File: config.mk
export PLATFORM = sky130hd
export DESIGN_NAME = id_type_i_pipe
export DESIGN_NICKNAME = d
export VERILOG_FILES = /design/src/rtl/id_type_i_pipe.sv
export SDC_FILE = /design/constraint.sdc
export NUM_CORES = 1
export LEC_CHECK = 0
export BUFFER_PORTS_ARGS = -buffer_cell sky130_fd_sc_hd__buf_2
export CORE_ASPECT_RATIO = 0.6
export CORE_MARGIN = 1
export CORE_UTILIZATION = 52
export CTS_CLUSTER_SIZE = 40
export DETAILED_ROUTE_END_ITERATION = 16
export HOLD_SLACK_MARGIN = 0.12
export PLACE_DENSITY = 0.85
export SETUP_SLACK_MARGIN = 0.4
export SLEW_MARGIN = 30
export SYNTH_ARGS = -nofsm -noshare
export SYNTH_HDL_FRONTEND = slang
export SYNTH_SLANG_ARGS = --single-unit
File: constraint.sdc
create_clock -name clk -period 3.5 [get_ports clk]
set_input_delay 0.175 -clock clk [delete_from_list [all_inputs] [get_ports clk]]
set_output_delay 0.175 -clock clk [all_outputs]
set_load 0.005 [all_outputs]
File: src/rtl/id_type_i_pipe.sv
// rtl/id_type_i_pipe.sv - OP-IMM / OP-IMM-32 decoder with two-entry output skid buffer
// Optional macro ID_FWD_EN: bypass writeback data into op1 at accept time.
module id_type_i_pipe #(
    parameter int XLEN    = 32,
    parameter int RADDR_W = 5
) (
    input  logic               clk,
    input  logic               rst,
    input  logic               flush_i,
    input  logic               in_valid_i,
    output logic               in_ready_o,
    input  logic [31:0]        inst_i,
    output logic [RADDR_W-1:0] reg1_raddr_o,
    output logic               reg1_re_o,
    input  logic [XLEN-1:0]    reg1_rdata_i,
    input  logic               fwd_we_i,
    input  logic [RADDR_W-1:0] fwd_waddr_i,
    input  logic [XLEN-1:0]    fwd_wdata_i,
    output logic               out_valid_o,
    input  logic               out_ready_i,
    output logic [XLEN-1:0]    op1_o,
    output logic [XLEN-1:0]    op2_o,
    output logic [3:0]         alu_op_o,
    output logic               word_op_o,
    output logic               reg_we_o,
    output logic [RADDR_W-1:0] reg_waddr_o,
    output logic               illegal_o
);

    localparam bit IS64 = (XLEN == 64);

    localparam logic [3:0] ALU_ADD  = 4'd0;
    localparam logic [3:0] ALU_SLT  = 4'd1;
    localparam logic [3:0] ALU_SLTU = 4'd2;
    localparam logic [3:0] ALU_XOR  = 4'd3;
    localparam logic [3:0] ALU_OR   = 4'd4;
    localparam logic [3:0] ALU_AND  = 4'd5;
    localparam logic [3:0] ALU_SLL  = 4'd6;
    localparam logic [3:0] ALU_SRL  = 4'd7;
    localparam logic [3:0] ALU_SRA  = 4'd8;

    typedef struct packed {
        logic [XLEN-1:0]    op1;
        logic [XLEN-1:0]    op2;
        logic [3:0]         alu_op;
        logic               word_op;
        logic               reg_we;
        logic [RADDR_W-1:0] reg_waddr;
        logic               illegal;
    } entry_t;

    logic [6:0]         opcode;
    logic [2:0]         funct3;
    logic [RADDR_W-1:0] rs1;
    logic [RADDR_W-1:0] rd;
    logic [XLEN-1:0]    imm_sext;
    logic [XLEN-1:0]    shamt_w;
    logic [XLEN-1:0]    shamt_x;
    logic               hi_zero;
    logic               hi_sra;
    logic               w_zero;
    logic               w_sra;
    logic [XLEN-1:0]    rs1_val;

    logic               legal;
    logic [3:0]         alu;
    logic [XLEN-1:0]    op2;
    logic               word;
    entry_t             dec;

    assign opcode   = inst_i[6:0];
    assign funct3   = inst_i[14:12];
    assign rs1      = RADDR_W'(inst_i[19:15]);
    assign rd       = RADDR_W'(inst_i[11:7]);
    assign imm_sext = {{(XLEN-12){inst_i[31]}}, inst_i[31:20]};
    assign shamt_w  = XLEN'(inst_i[24:20]);
    assign shamt_x  = IS64 ? XLEN'(inst_i[25:20]) : shamt_w;
    // Native shifts on RV64 free up inst[25] as the sixth shamt bit.
    assign hi_zero  = IS64 ? (inst_i[31:26] == 6'b000000) : (inst_i[31:25] == 7'b0000000);
    assign hi_sra   = IS64 ? (inst_i[31:26] == 6'b010000) : (inst_i[31:25] == 7'b0100000);
    assign w_zero   = (inst_i[31:25] == 7'b0000000);
    assign w_sra    = (inst_i[31:25] == 7'b0100000);

`ifdef ID_FWD_EN
    assign rs1_val = (fwd_we_i && (fwd_waddr_i == rs1) && (rs1 != '0)) ? fwd_wdata_i : reg1_rdata_i;
`else
    logic unused_fwd;
    assign unused_fwd = ^{fwd_we_i, fwd_waddr_i, fwd_wdata_i};
    assign rs1_val    = reg1_rdata_i;
`endif

    always_comb begin
        legal = 1'b0;
        alu   = ALU_ADD;
        op2   = '0;
        word  = 1'b0;
        if (opcode == 7'b0010011) begin
            op2 = imm_sext;
            case (funct3)
                3'b000: begin legal = 1'b1; alu = ALU_ADD;  end
                3'b010: begin legal = 1'b1; alu = ALU_SLT;  end
                3'b011: begin legal = 1'b1; alu = ALU_SLTU; end
                3'b100: begin legal = 1'b1; alu = ALU_XOR;  end
                3'b110: begin legal = 1'b1; alu = ALU_OR;   end
                3'b111: begin legal = 1'b1; alu = ALU_AND;  end
                3'b001: begin legal = hi_zero; alu = ALU_SLL; op2 = shamt_x; end
                default: begin
                    legal = hi_zero | hi_sra;
                    alu   = hi_sra ? ALU_SRA : ALU_SRL;
                    op2   = shamt_x;
                end
            endcase
        end else if (IS64 && (opcode == 7'b0011011)) begin
            word = 1'b1;
            case (funct3)
                3'b000: begin legal = 1'b1; alu = ALU_ADD; op2 = imm_sext; end
                3'b001: begin legal = w_zero; alu = ALU_SLL; op2 = shamt_w; end
                3'b101: begin
                    legal = w_zero | w_sra;
                    alu   = w_sra ? ALU_SRA : ALU_SRL;
                    op2   = shamt_w;
                end
                default: legal = 1'b0;
            endcase
        end

        dec.op1       = legal ? rs1_val : '0;
        dec.op2       = legal ? op2 : '0;
        dec.alu_op    = legal ? alu : ALU_ADD;
        dec.word_op   = legal & word;
        dec.reg_we    = legal;
        dec.reg_waddr = legal ? rd : '0;
        dec.illegal   = ~legal;
    end

    assign reg1_re_o    = legal;
    assign reg1_raddr_o = legal ? rs1 : '0;

    entry_t out_q;
    entry_t skid_q;
    logic   out_valid_q;
    logic   skid_valid_q;
    logic   accept;

    assign in_ready_o = ~skid_valid_q & ~rst;
    assign accept     = in_valid_i & in_ready_o & ~flush_i;

    always_ff @(posedge clk) begin
        if (rst) begin
            out_q        <= '0;
            skid_q       <= '0;
            out_valid_q  <= 1'b0;
            skid_valid_q <= 1'b0;
        end else if (flush_i) begin
            out_valid_q  <= 1'b0;
            skid_valid_q <= 1'b0;
        end else if (!out_valid_q || out_ready_i) begin
            // A full SKID deasserts in_ready, so it never competes with a new accept here.
            if (skid_valid_q) begin
                out_q        <= skid_q;
                out_valid_q  <= 1'b1;
                skid_valid_q <= 1'b0;
            end else if (accept) begin
                out_q       <= dec;
                out_valid_q <= 1'b1;
            end else begin
                out_valid_q <= 1'b0;
            end
        end else if (accept) begin
            skid_q       <= dec;
            skid_valid_q <= 1'b1;
        end
    end

    assign out_valid_o = out_valid_q;
    assign op1_o       = out_q.op1;
    assign op2_o       = out_q.op2;
    assign alu_op_o    = out_q.alu_op;
    assign word_op_o   = out_q.word_op;
    assign reg_we_o    = out_q.reg_we;
    assign reg_waddr_o = out_q.reg_waddr;
    assign illegal_o   = out_q.illegal;

endmodule

Word-level counts from Yosys, hierarchy flattened
Index checks and enable logic that the tools add are counted.

word-level totals
  register bits after elaboration = 153
  bits of input ports = 107
  word-level logic and storage cells = 58

cells by class
  eq/ne operators = 8
  multiplexer cells = 16
  bitwise operators = 9
  reductions and logical operators = 10

operator list
  operator              number
  $mux W76              2
  $mux W32              4
  $pmux W4 S7           1
  $mux W4               3
  $mux W5               2
  $eq A3 B3 Y1 const B  3
  $eq A7 B5 Y1 const B  1
  $eq A7 B6 Y1 const B  1
  $logic_not A7 Y1      1
  $eq A3 B2 Y1 const B  2
  $reduce_and A3 Y1     2
  $reduce_or A6 Y1      1
  $not A1 Y1            5
  $and A1 B1 Y1         3
  $eq A3 B1 Y1 const B  1
  $logic_not A3 Y1      1
  $mux W1               3
  $reduce_or A3 Y1      1
  $pmux W1 S2           1
  $reduce_bool A2 Y1    1
  $reduce_or A2 Y1      1
  $logic_not A1 Y1      1
  $logic_or A1 B1 Y1    1
  $or A1 B1 Y1          1

Depth between registers and ports, before layout
  depth in word-level cells = 7
  gate-level depth with buffers = 7
  depth with buffers taken out = 4

Worst setup path after synthesis
Ideal clock, no wire load.

  kind = input-to-reg
  start = input port inst_i[26]
  end = register out_q, in the netlist illegal_o
  data arrival time = 1.708 ns
  path slack = 1.675 ns
  stages on the path = 6
  path buffers = 2
  path through = or4_4 o41ai_4 buf_4 buf_4 nand2_1 a32o_1

between the ends
  longest elaborated chain between the ends = 7

RTL lines
  item                                              RTL line  RTL
  start: declaration                                12        input logic [31:0] inst_i,
  $eq A7 B6 Y1 or $logic_not A7 Y1 (tied branches)  n/a
  $or A1 B1 Y1                                      108       legal = hi_zero | hi_sra;
  $pmux W1 S2 (*)                                   99        case (funct3)
  $mux W1 (*)                                       97        if (opcode == 7'b0010011) begin
  $not A1 Y1 (*)                                    133       dec.illegal = ~legal;
  $mux W76 (*)                                      163       end else if (accept) begin
  $mux W76 (*)                                      159       if (skid_valid_q) begin
  end signal: assignment                            160       out_q <= skid_q;
  end: declaration                                  139       entry_t out_q;

Mark *: on every way between the ends. The rest lies on a longest branch, timed or not. The select of a mux whose other input is x is not followed.
A chain may end at the register's enable or synchronous reset.

Worst setup path after layout
  start = input port inst_i[26]
  end = output port reg1_raddr_o[0]

between the ends
  longest elaborated chain between the ends = 5

RTL lines
  item                                              RTL line  RTL
  $eq A7 B6 Y1 or $logic_not A7 Y1 (tied branches)  n/a
  $or A1 B1 Y1                                      108
  $pmux W1 S2 (*)                                   99
  $mux W1 (*)                                       97
  $mux W5 (*)                                       137       assign reg1_raddr_o = legal ? rs1 : '0;
  end: declaration                                  13        output logic [RADDR_W-1:0] reg1_raddr_o,

Mark *: on every way between the ends. The rest lies on a longest branch, timed or not.

==> results.rst <==
.. list-table::
   :header-rows: 1

   * - Metric
     - Value
   * - Xor/xnor cell area share of the yosys netlist
     - less than 1%
   * - Quantity of I/O buffers inserted on ports
     - around 150
   * - Sum of net half-perimeters after detailed placement
     - just over 8000 µm
   * - Total of flip-flops plus latches after synthesis
     - 112
   * - Vertical die dimension
     - 76.7 µm
   * - Most common library cell in the layout ignoring fill and taps
     - sky130_fd_sc_hd__buf_2
   * - Primary flip-flop cell chosen by synthesis mapping
     - sky130_fd_sc_hd__dfxtp_1
   * - Inserted Clock Buffers
     - 9
   * - Site row count
     - 26
   * - Initial antenna violation count
     - 0
   * - Share of async-settable or async-resettable flops after synthesis
     - 0%
   * - Area inside the core boundary
     - 8750 µm²
   * - Post-synthesis mux area share
     - 0.207%
   * - Starting Density
     - between 50% and 60%
   * - Kind of end point of the critical path
     - output pin
   * - GR Layer Usage met2
     - between 40% and 50%
   * - Buffers from clock root to sink, at most
     - 2
   * - Fraction of the mapped netlist area in compound gates
     - 27.3%
   * - Number of fill cells in the layout
     - roughly 630
   * - Area growth syn-to-layout
     - 28.7%
   * - CP cell instances
     - dlygate4sd3_1 > buf_2 > or4_4 > o41ai_4 > buf_12 > and3_1 > buf_2
   * - Layout Skew
     - approximately 7 ps
   * - Wire length per cell
     - 17.9 µm
   * - Cell with the biggest individual delay on the critical path
     - sky130_fd_sc_hd__or4_4
   * - Top library cells by usage in the layout, fill and taps aside
     - sky130_fd_sc_hd__buf_2, sky130_fd_sc_hd__dfxtp_1, sky130_fd_sc_hd__a21oi_1, sky130_fd_sc_hd__nand2_1, sky130_fd_sc_hd__nand4_1
   * - Library cell used as clock root buffer
     - sky130_fd_sc_hd__clkbuf_16
   * - Grt ovf
     - 0
   * - Clock tree from TritonCTS
     - done
   * - First-pass GRT wire length
     - 23000 µm
   * - Dominant combinational cell family by area after synthesis
     - compound AO/OA/AOI/OAI gates
   * - Critical Path Max Stage Delay
     - 580 ps
   * - Outcome
     - complete, no violations
   * - Fraction of the core area covered by cells at the end of the flow
     - 71.1%
   * - Path class of the lowest-slack min-delay path
     - in -> reg
   * - Post-synthesis average cell area
     - 8.49 µm²
   * - Count of final setup violators
     - 0
   * - Post CTS Setup Buffer Count
     - 0
   * - First drt pass iteration count
     - 5
   * - Post-place instance area
     - 5420 µm²
   * - Via count
     - 5179
   * - Number of buffers inserted by hold repair at cts
     - 47
   * - Time the final worst path needs with I/O delays and setup
     - 2780 ps
   * - Met1 track demand over resource
     - 37.7%
   * - Adder-cell area share of the yosys netlist
     - 0%
   * - Worst path most repeated cell
     - sky130_fd_sc_hd__buf_2
   * - Routing usage on met3
     - 8.30%
   * - Instance count of the mapped netlist
     - 569
   * - Antenna viol nets, final
     - 0
   * - Overall global routing resource usage
     - 29.9%
   * - Final antenna diode count
     - 0
   * - Clock transition at the registers of the reported paths
     - 70 ps
   * - Hold Fails Final Rpt
     - 0
   * - Net Count, Synth
     - 676
   * - Final RePlAce weighted congestion
     - between 0.8 and 0.9
   * - Final setup slack of the worst path
     - 721 ps
   * - Sequential area share after synthesis
     - 46.4%
   * - Total chip power
     - 0.00273 W
   * - Startpoint Class
     - input pin
   * - Critical path peak fanout
     - 94
   * - Number of cells on the worst hold path
     - 3
   * - Max Freq
     - 0.360 GHz
   * - Number of sinks handled by clock tree synthesis
     - 112
   * - Unrepaired setup endpoints after global routing
     - no
   * - Clock latency reported for the late side of the worst-skew pair
     - 350 ps
   * - Data arrival time at the worst-slack endpoint
     - 2600 ps
   * - Share of post-route cells with drive strength above 1
     - 26.2%
   * - LEAKAGE
     - ~2.5 nW
   * - Highest ir drop seen on vdd
     - a little over 0.3 mV
   * - Post-Synthesis Cell Area
     - 4830 µm²
   * - Crit Reg-Reg Endpoint
     - reg_waddr_o[2]
   * - Hold path start
     - in_valid_i
   * - Non-Filler Cell Area, Final
     - 6220 µm²
   * - Width of the chip
     - 126 µm
   * - Reported max-cap violation count
     - 0
   * - Pre-CTS WS
     - 1140 ps
   * - Worst rel slew slack
     - 48.1%
   * - Launch instance of the worst register-to-register path
     - skid_valid_q
   * - Max-slew violation count
     - 0
   * - DR DRC count
     - 0
   * - Busiest grt layer
     - met2
   * - Register-to-Register Setup Slack
     - 1110 ps
   * - Sum of negative setup slack
     - 0 ps
   * - Initial DRC Count
     - between 500 and 600
   * - Transition at the pin with the smallest max-transition slack
     - about 780 ps
   * - Critical path class
     - in -> out
   * - Number of flops mapped to enable cells by yosys
     - 0
   * - End of the worst hold path
     - skid_valid_q
   * - Number of gates resized after cts
     - 0
   * - Detail-routed via count per cell
     - 6.31
   * - Boundary Pins
     - 191
   * - Routed wire length
     - 14700 µm
   * - Vias in the first global route
     - 4586
   * - FF-to-FF path depth
     - 4
   * - Area fraction in and, or, nand and nor cells after synthesis
     - 16.6%
   * - Total of warnings raised by yosys
     - 0
   * - Number of levels in the clock H-tree
     - 3
   * - Largest net degree at the start of global routing
     - 95
   * - Endpoint required time on the critical path
     - ~3300 ps
   * - Part of the cycle the worst path needs
     - roughly four fifths
   * - Pwr dens
     - 439 nW/µm²
   * - Final net count
     - just over 800
   * - Die Area
     - a little under 10000 µm²
   * - Number of different library cells in the post-synthesis netlist
     - 38
-- how the worst max path moves through the flow --
stage	from	endpoint	slack, ps	depth (start not counted)
3_3_place_gp	rst	illegal_o	1040	5
4_1_cts	inst_i[26]	reg1_raddr_o[0]	770	7
3_5_place_dp	skid_valid_q	skid_q[63]	1140	4
5_1_grt	inst_i[26]	reg1_raddr_o[0]	680	7
6_report	inst_i[26]	reg1_raddr_o[0]	720	7
2_1_floorplan	inst_i[26]	illegal_o	1670	6
-- per-stage QoR --
step	hold slack [ps]	std cells
floorplan	253	569
global placement	426	757
detailed placement	437	758
CTS	139	821
global route	163	821
finish	152	821
-- layer usage --
metal,vias to the layer above,wire length (µm)
li1,2372,-
met1,2415,5920
met2,354,6970
met3,38,1510
met4,0,329
met5,-,0
-- state kept, by name (all words and copies together), names as in the netlist --
signal / count
out_valid_o: 1
reg_waddr_o: 5
alu_op_o: 4
skid_valid_q: 1
skid_q: 55
reg_we_o: 1
op1_o: 32
op2_o: 12
illegal_o: 1
-- where the power goes --
| group | internal [W] | switching (W) | total, W |
|---|---|---|---|
| Clock | 0.000637 | 0.000497 | 0.00113 |
| Sequential | 0.00131 | 0.0000204 | 0.00133 |
| Combinational | 0.000124 | 0.000147 | 0.000271 |
| Total | 0.00207 | 0.000664 | 0.00273 |
-- kinds of logic (layout without fill, tap and decap cells) --
family | count (synthesis) | count (layout)
DFF | 112 | 112
AOI/OAI and AO/OA | 208 | 208
xor gates and xnor gates | 1 | 1
muxes | 1 | 1
and+or+nand+nor | 158 | 158
other | 1 | 1
buffers and inverters | 88 | 228
-- cells in the mapped netlist, types with 8 or more instances --
| library cell | n | area share (%) |
|---|---|---|
| sky130_fd_sc_hd__a211oi_1 | 12 | 1.9 |
| sky130_fd_sc_hd__dfxtp_1 | 112 | 46 |
| sky130_fd_sc_hd__a221oi_1 | 8 | 1.4 |
| sky130_fd_sc_hd__a21oi_1 | 93 | 9.6 |
| sky130_fd_sc_hd__nor2_1 | 22 | 1.7 |
| sky130_fd_sc_hd__buf_4 | 28 | 4.3 |
| sky130_fd_sc_hd__nand3_1 | 8 | 0.83 |
| sky130_fd_sc_hd__nand4_1 | 48 | 6.2 |
| sky130_fd_sc_hd__o21ai_0 | 43 | 4.5 |
| sky130_fd_sc_hd__clkbuf_1 | 47 | 3.7 |
| sky130_fd_sc_hd__a32oi_1 | 42 | 7.6 |
| sky130_fd_sc_hd__nand2_1 | 57 | 4.4 |
-- critical path, delay by kind of cell --
family | cells | cell delay [ps]
simple gates | 2 | 840
buf+inv | 4 | 1210
compound gates | 1 | 360
-- cell type report --
type | instances | area, µm² | share of cell area (%)
multi-input cells | 369 | 2180 | 35.0
clock buffers | 9 | 225 | 3.62
repair buffers | 208 | 1310 | 21.1
clock inverters | 7 | 104 | 1.67
inverters | 4 | 15.0 | 0.241
flip-flops and latches | 112 | 2240 | 36.1
well taps | 112 | 140 | 2.25
No activity file was read; power rests on OpenSTA's default activity.
